File: config.mk
export PLATFORM = sky130hd
export DESIGN_NAME = grf_wb_arbiter
export DESIGN_NICKNAME = d
export VERILOG_FILES = /design/src/rtl/grf_wb_arbiter.sv
export SDC_FILE = /design/constraint.sdc
export NUM_CORES = 1
export LEC_CHECK = 0
export CORE_AREA = 2 2 157 159
export DETAILED_ROUTE_END_ITERATION = 8
export DIE_AREA = 0 0 159 161
export MAX_ROUTING_LAYER = met4
export PLACE_DENSITY = 0.72
export SYNTH_ARGS = -nofsm -noshare
export SYNTH_HDL_FRONTEND = slang
export SYNTH_SLANG_ARGS = --single-unit
File: constraint.sdc
create_clock -name clk -period 5.15 [get_ports clk]
set_clock_uncertainty 0.2 [all_clocks]
set_input_delay 1.03 -clock clk [delete_from_list [all_inputs] [get_ports clk]]
set_output_delay 1.03 -clock clk [all_outputs]
set_load 0.01 [all_outputs]
File: src/rtl/grf_wb_arbiter.sv
// grf_wb_arbiter: round-robin write-back arbiter in front of the register file.
// Three requesters (ALU, DM load, MDU) compete for the single GRF write port.
// A grant is visible on req_ready in the same cycle. The write reaches the
// register file one cycle later. pend_mask tells the ID-stage stall logic which
// registers still have a write in flight.
module grf_wb_arbiter (
   input  logic        clk,
   input  logic        rst,
   input  logic [2:0]  req_valid,
   input  logic [14:0] req_a3,
   input  logic [95:0] req_wd,
   input  logic [95:0] req_pc,
   output logic [2:0]  req_ready,
   output logic        grf_we,
   output logic [4:0]  grf_a3,
   output logic [31:0] grf_wd,
   output logic [31:0] grf_pc,
   output logic [31:0] pend_mask,
   output logic [15:0] conflict_cnt
);

   logic [1:0]  rr_ptr;
   logic [2:0]  grant_oh;
   logic        grant_any;
   logic [1:0]  grant_idx;
   logic [1:0]  cand;
   logic [4:0]  g_a3;
   logic [31:0] g_wd;
   logic [31:0] g_pc;
   logic [31:0] set_vec;
   logic [31:0] clr_vec;
   logic [31:0] pend_q;
   logic        multi_req;

   // (base + off) mod 3 for pointer values 0..2.
   function automatic logic [1:0] wrap_add(input logic [1:0] base, input logic [1:0] off);
      logic [2:0] sum;
      sum = {1'b0, base} + {1'b0, off};
      if (sum >= 3'd3) sum = sum - 3'd3;
      return sum[1:0];
   endfunction

   // Search for the first valid requester, starting at rr_ptr. Nothing is granted while in reset.
   always_comb begin
      // NOTE: every variable gets a default before any branch, so no latch is inferred.
      grant_oh  = 3'b000;
      grant_any = 1'b0;
      grant_idx = 2'd0;
      cand      = 2'd0;
      if (rst) begin
         for (int k = 0; k < 3; k++) begin
            cand = wrap_add(rr_ptr, 2'(k));
            if (!grant_any && req_valid[cand]) begin
               grant_any      = 1'b1;
               grant_idx      = cand;
               grant_oh[cand] = 1'b1;
            end
         end
      end
   end

   assign req_ready = grant_oh;

   // Route the granted requester's address, data and PC toward the output stage.
   always_comb begin
      g_a3 = req_a3[4:0];
      g_wd = req_wd[31:0];
      g_pc = req_pc[31:0];
      case (grant_idx)
         2'd1: begin
            g_a3 = req_a3[9:5];
            g_wd = req_wd[63:32];
            g_pc = req_pc[63:32];
         end
         2'd2: begin
            g_a3 = req_a3[14:10];
            g_wd = req_wd[95:64];
            g_pc = req_pc[95:64];
         end
         default: ;
      endcase
   end

   // Pending-write bookkeeping: the granted register is set and the register being written is cleared.
   always_comb begin
      set_vec = 32'h0;
      clr_vec = 32'h0;
      if (grant_any) set_vec[g_a3] = 1'b1;
      if (grf_we)    clr_vec[grf_a3] = 1'b1;
   end

   // Stall logic must see the write in the acceptance cycle, so the grant bit is ORed in combinationally.
   assign pend_mask = (pend_q | set_vec) & ~32'h1;

   assign multi_req = (req_valid[0] & req_valid[1]) |
                      (req_valid[0] & req_valid[2]) |
                      (req_valid[1] & req_valid[2]);

   // Round-robin pointer: moves past the granted requester and holds when nothing is granted.
   always_ff @(posedge clk or negedge rst) begin
      // NOTE: sequential state uses non-blocking assignments so that all registers update together.
      if (!rst)           rr_ptr <= 2'd0;
      else if (grant_any) rr_ptr <= wrap_add(grant_idx, 2'd1);
   end

   // Output stage: the accepted write appears one cycle after acceptance, and writes to $0 are suppressed.
   always_ff @(posedge clk or negedge rst) begin
      if (!rst) begin
         grf_we <= 1'b0;
         grf_a3 <= 5'd0;
         grf_wd <= 32'h0;
         grf_pc <= 32'h0;
      end else if (grant_any) begin
         grf_we <= (g_a3 != 5'd0);
         grf_a3 <= g_a3;
         grf_wd <= g_wd;
         grf_pc <= g_pc;
      end else begin
         grf_we <= 1'b0;
      end
   end

   // Registered pending bits. Set wins over clear, so re-granting the register being written keeps it pending.
   always_ff @(posedge clk or negedge rst) begin
      if (!rst) pend_q <= 32'h0;
      else      pend_q <= ((pend_q & ~clr_vec) | set_vec) & ~32'h1;
   end

   // Saturating count of cycles where two or more requesters contend.
   always_ff @(posedge clk or negedge rst) begin
      if (!rst)                                       conflict_cnt <= 16'h0;
      else if (multi_req && conflict_cnt != 16'hFFFF) conflict_cnt <= conflict_cnt + 16'd1;
   end

endmodule
==> out/metrics.cfg <==
[status]
outcome=completed

[cells_and_area]
drive_gt1_frac=0.173
layout_common_cells=clkdlybuf4s50_1 (297), dfrtp_1 (119), o21ai_0 (118)
fin_util=0.478
syn_to_final_growth_pct=61.2
fillers=2285
num-nets-final=1270
antenna_cells=0
final_common_cell=clkdlybuf4s50_1
post_layout_nonfiller_instances=1387

[synthesis]
synth_cell_types=51
ys.flop_type=dfrtp_1
synth_edf_count=0
synth_cells=705
synth_top_cell_by_area=dfrtp_1
avgSynthCellArea_sq_um=10.1
yosys-top-cells-area=dfrtp_1 (42%), mux2_4 (14%), o21ai_0 (8.3%), a22oi_1 (7.3%), nand2_1 (4.1%)
synth.net_count=925
yosysWarningCount=0
yosysTopAreaCellShare=0.419
synth_async_sr_flop_share=1.00
ys_seq_elements=119
netlist_area_sq_um=7100
synth-seq-area-share=0.419

[global_routing]
grt_antenna_before_repair=0
grt_pass1_wl_um=38700
grt_pass1_vias=7124
grt_max_degree=87
globalRouteOverflowTotal=0
track_usage=0.197

[drt]
vias=6956
wl_um=25000
drt_first_pass_iters=5
wl_per_cell_um=18.0
drc=0
drt_iter0_markers=334
antenna_left=0
viasPerCell=5.02

[clock_network]
cts_hold_buf=0
cts_tree=done
clk_latency_ps=410
root_buffer=clkbuf_16
clk_pin_slew_ps=70
cts_made_buffers=17
cts_buffer_depth=2
cts_sinks=119
cts-htree-levels=4

[setup_path]
cp_slowest_cell=clkdlybuf4s50_1
start_kind=input port
crit_top_cell=o21a_1
cp.required_ps=3920
slowest_delay_ps=500
arrival_ps=3750
crit_chain=clkdlybuf4s50_1, nand4bb_1, a21oi_2, and2_1, o21a_1, ha_4, nand2_1, o21a_1, or3_4, o31ai_1, dlygate4sd2_1
critPathMaxFanout=10
crit_path_end_kind=output port
crit_type=in2out

[power_and_ir_drop]
ir_drop_uv=269
p_leak_nw=4.76
powerDensity_nw_per_um2=516
power.total_w=0.00590

[sta]
rsz0062_at_grt=yes
setup_viol=0
worstMarginPinSlew_ps=966
slew_headroom=0.356
finalHoldViolations=0
period_needed_ps=4980
slew_violations=0
fin_ws_ps=171
fmax_ghz=0.201
timing.final.crit_share=0.967

[placed_design]
dp_cells=1351
io_buffer_count=331
dp_slack_ps=-277
hpwl_um=18600
place_congestion=0.899

[flow_run]
drv_cap=0

[floorplanning]
ios=333
fp.coreArea_sq_um=24000
fp.dieH_um=161
die_w_um=159
start_util=0.296
die-area_sq_um=25600
rows=57

[worst_hold_path]
hold_path.class=in2async

[layout make-up]
class                   instances  area, sq um  share of cell area
inverters                      26         97.6             0.00853
clock buffers                  20          447              0.0390
flip-flops and latches        119         2980               0.260
well taps                     324          405              0.0354
clock inverters                12          104             0.00907
repair buffers                381         3660               0.319
multi-input cells             505         3760               0.328
[worst max-delay path, delay by kind of cell]
kind | cells | cell delay [ps]
fa+ha+maj | 1 | 350
buf+inv | 2 | 810
simple gates | 4 | 870
compound gates | 4 | 690
[sequential cells by signal (all words and copies together) (netlist names)]
signal / flops
conflict_cnt: 16
grf_wd: 32
grf_a3: 5
rr_ptr: 2
pend_q: 31
grf_we: 1
grf_pc: 32
[path summary, 6_finish.rpt]
kind | slack [ps] | cells after the start | end | from
worst max-delay path | 170 | 11 | pend_mask[18] | req_valid[1]
worst min-delay path | 210 | 1 | pend_q[7] | rst
worst min register to register | 300 | 1 | conflict_cnt[13] | conflict_cnt[13]
worst max register to register | 1510 | 11 | grf_pc[0] | rr_ptr[0]
min in group clk | 300 | 1 | conflict_cnt[13] | conflict_cnt[13]
max in group asynchronous | 3350 | 2 | grf_pc[19] | rst
[where the power goes]
part,total (W),switching (W),internal (W)
Combinational,0.00311,0.00142,0.00169
Sequential,0.00167,0.000310,0.00136
Clock,0.00113,0.000458,0.000674
Total,0.00590,0.00219,0.00372
[kinds of logic after synthesis]
family                   synth area share
AO/OA/AOI/OAI                       0.232
AND/OR/NAND/NOR                     0.104
flip-flops                          0.419
buffers and inverters              0.0624
multiplexers                        0.147
XOR/XNOR                           0.0173
adder cells (fa/ha/maj)            0.0169
other                            0.000528
[synth_stat cells (all sizes together), types with 3 or more instances]
master / instances
inv: 26
mux2: 70
o21bai: 15
nor4: 4
nor2: 5
a22oi: 69
dfrtp: 119
and2: 3
nand2b: 3
o21a: 4
nand2: 77
o21ai: 123
buf: 28
xor2: 10
and3: 5
nand3b: 10
xnor2: 4
clkbuf: 27
nor3: 3
a21oi: 10
nand4: 6
ha: 8
or3: 3
nand3: 16
o31ai: 33
[metrics by stage]
stage / instance area, sq um / setup TNS, ps / hold slack [ps]
6_report: 11400 / 0 / 214
5_1_grt: 11400 / -19.8 / 201
4_1_cts: 11400 / 0 / 196
3_5_place_dp: 10900 / -5950 / 290
3_3_place_gp: 10900 / -2980 / 278
2_1_floorplan: 7100 / 0 / 264
[per-layer routing]
metal  wire [um]  global-route usage  share of wire
met3        1650              0.0478          0.066
met4         499              0.0591          0.020
met2       12300               0.327           0.49
met1       10600               0.238           0.42
met5           0                   -              0
[repair_timing]
item                                    in CTS  in global routing
gates resized for setup                     37                 44
pin swaps                                    4                  3
setup buffers                                2                  2
endpoints found under the setup margin      31                 31
Note: power is estimated with default switching activity, not from simulation.
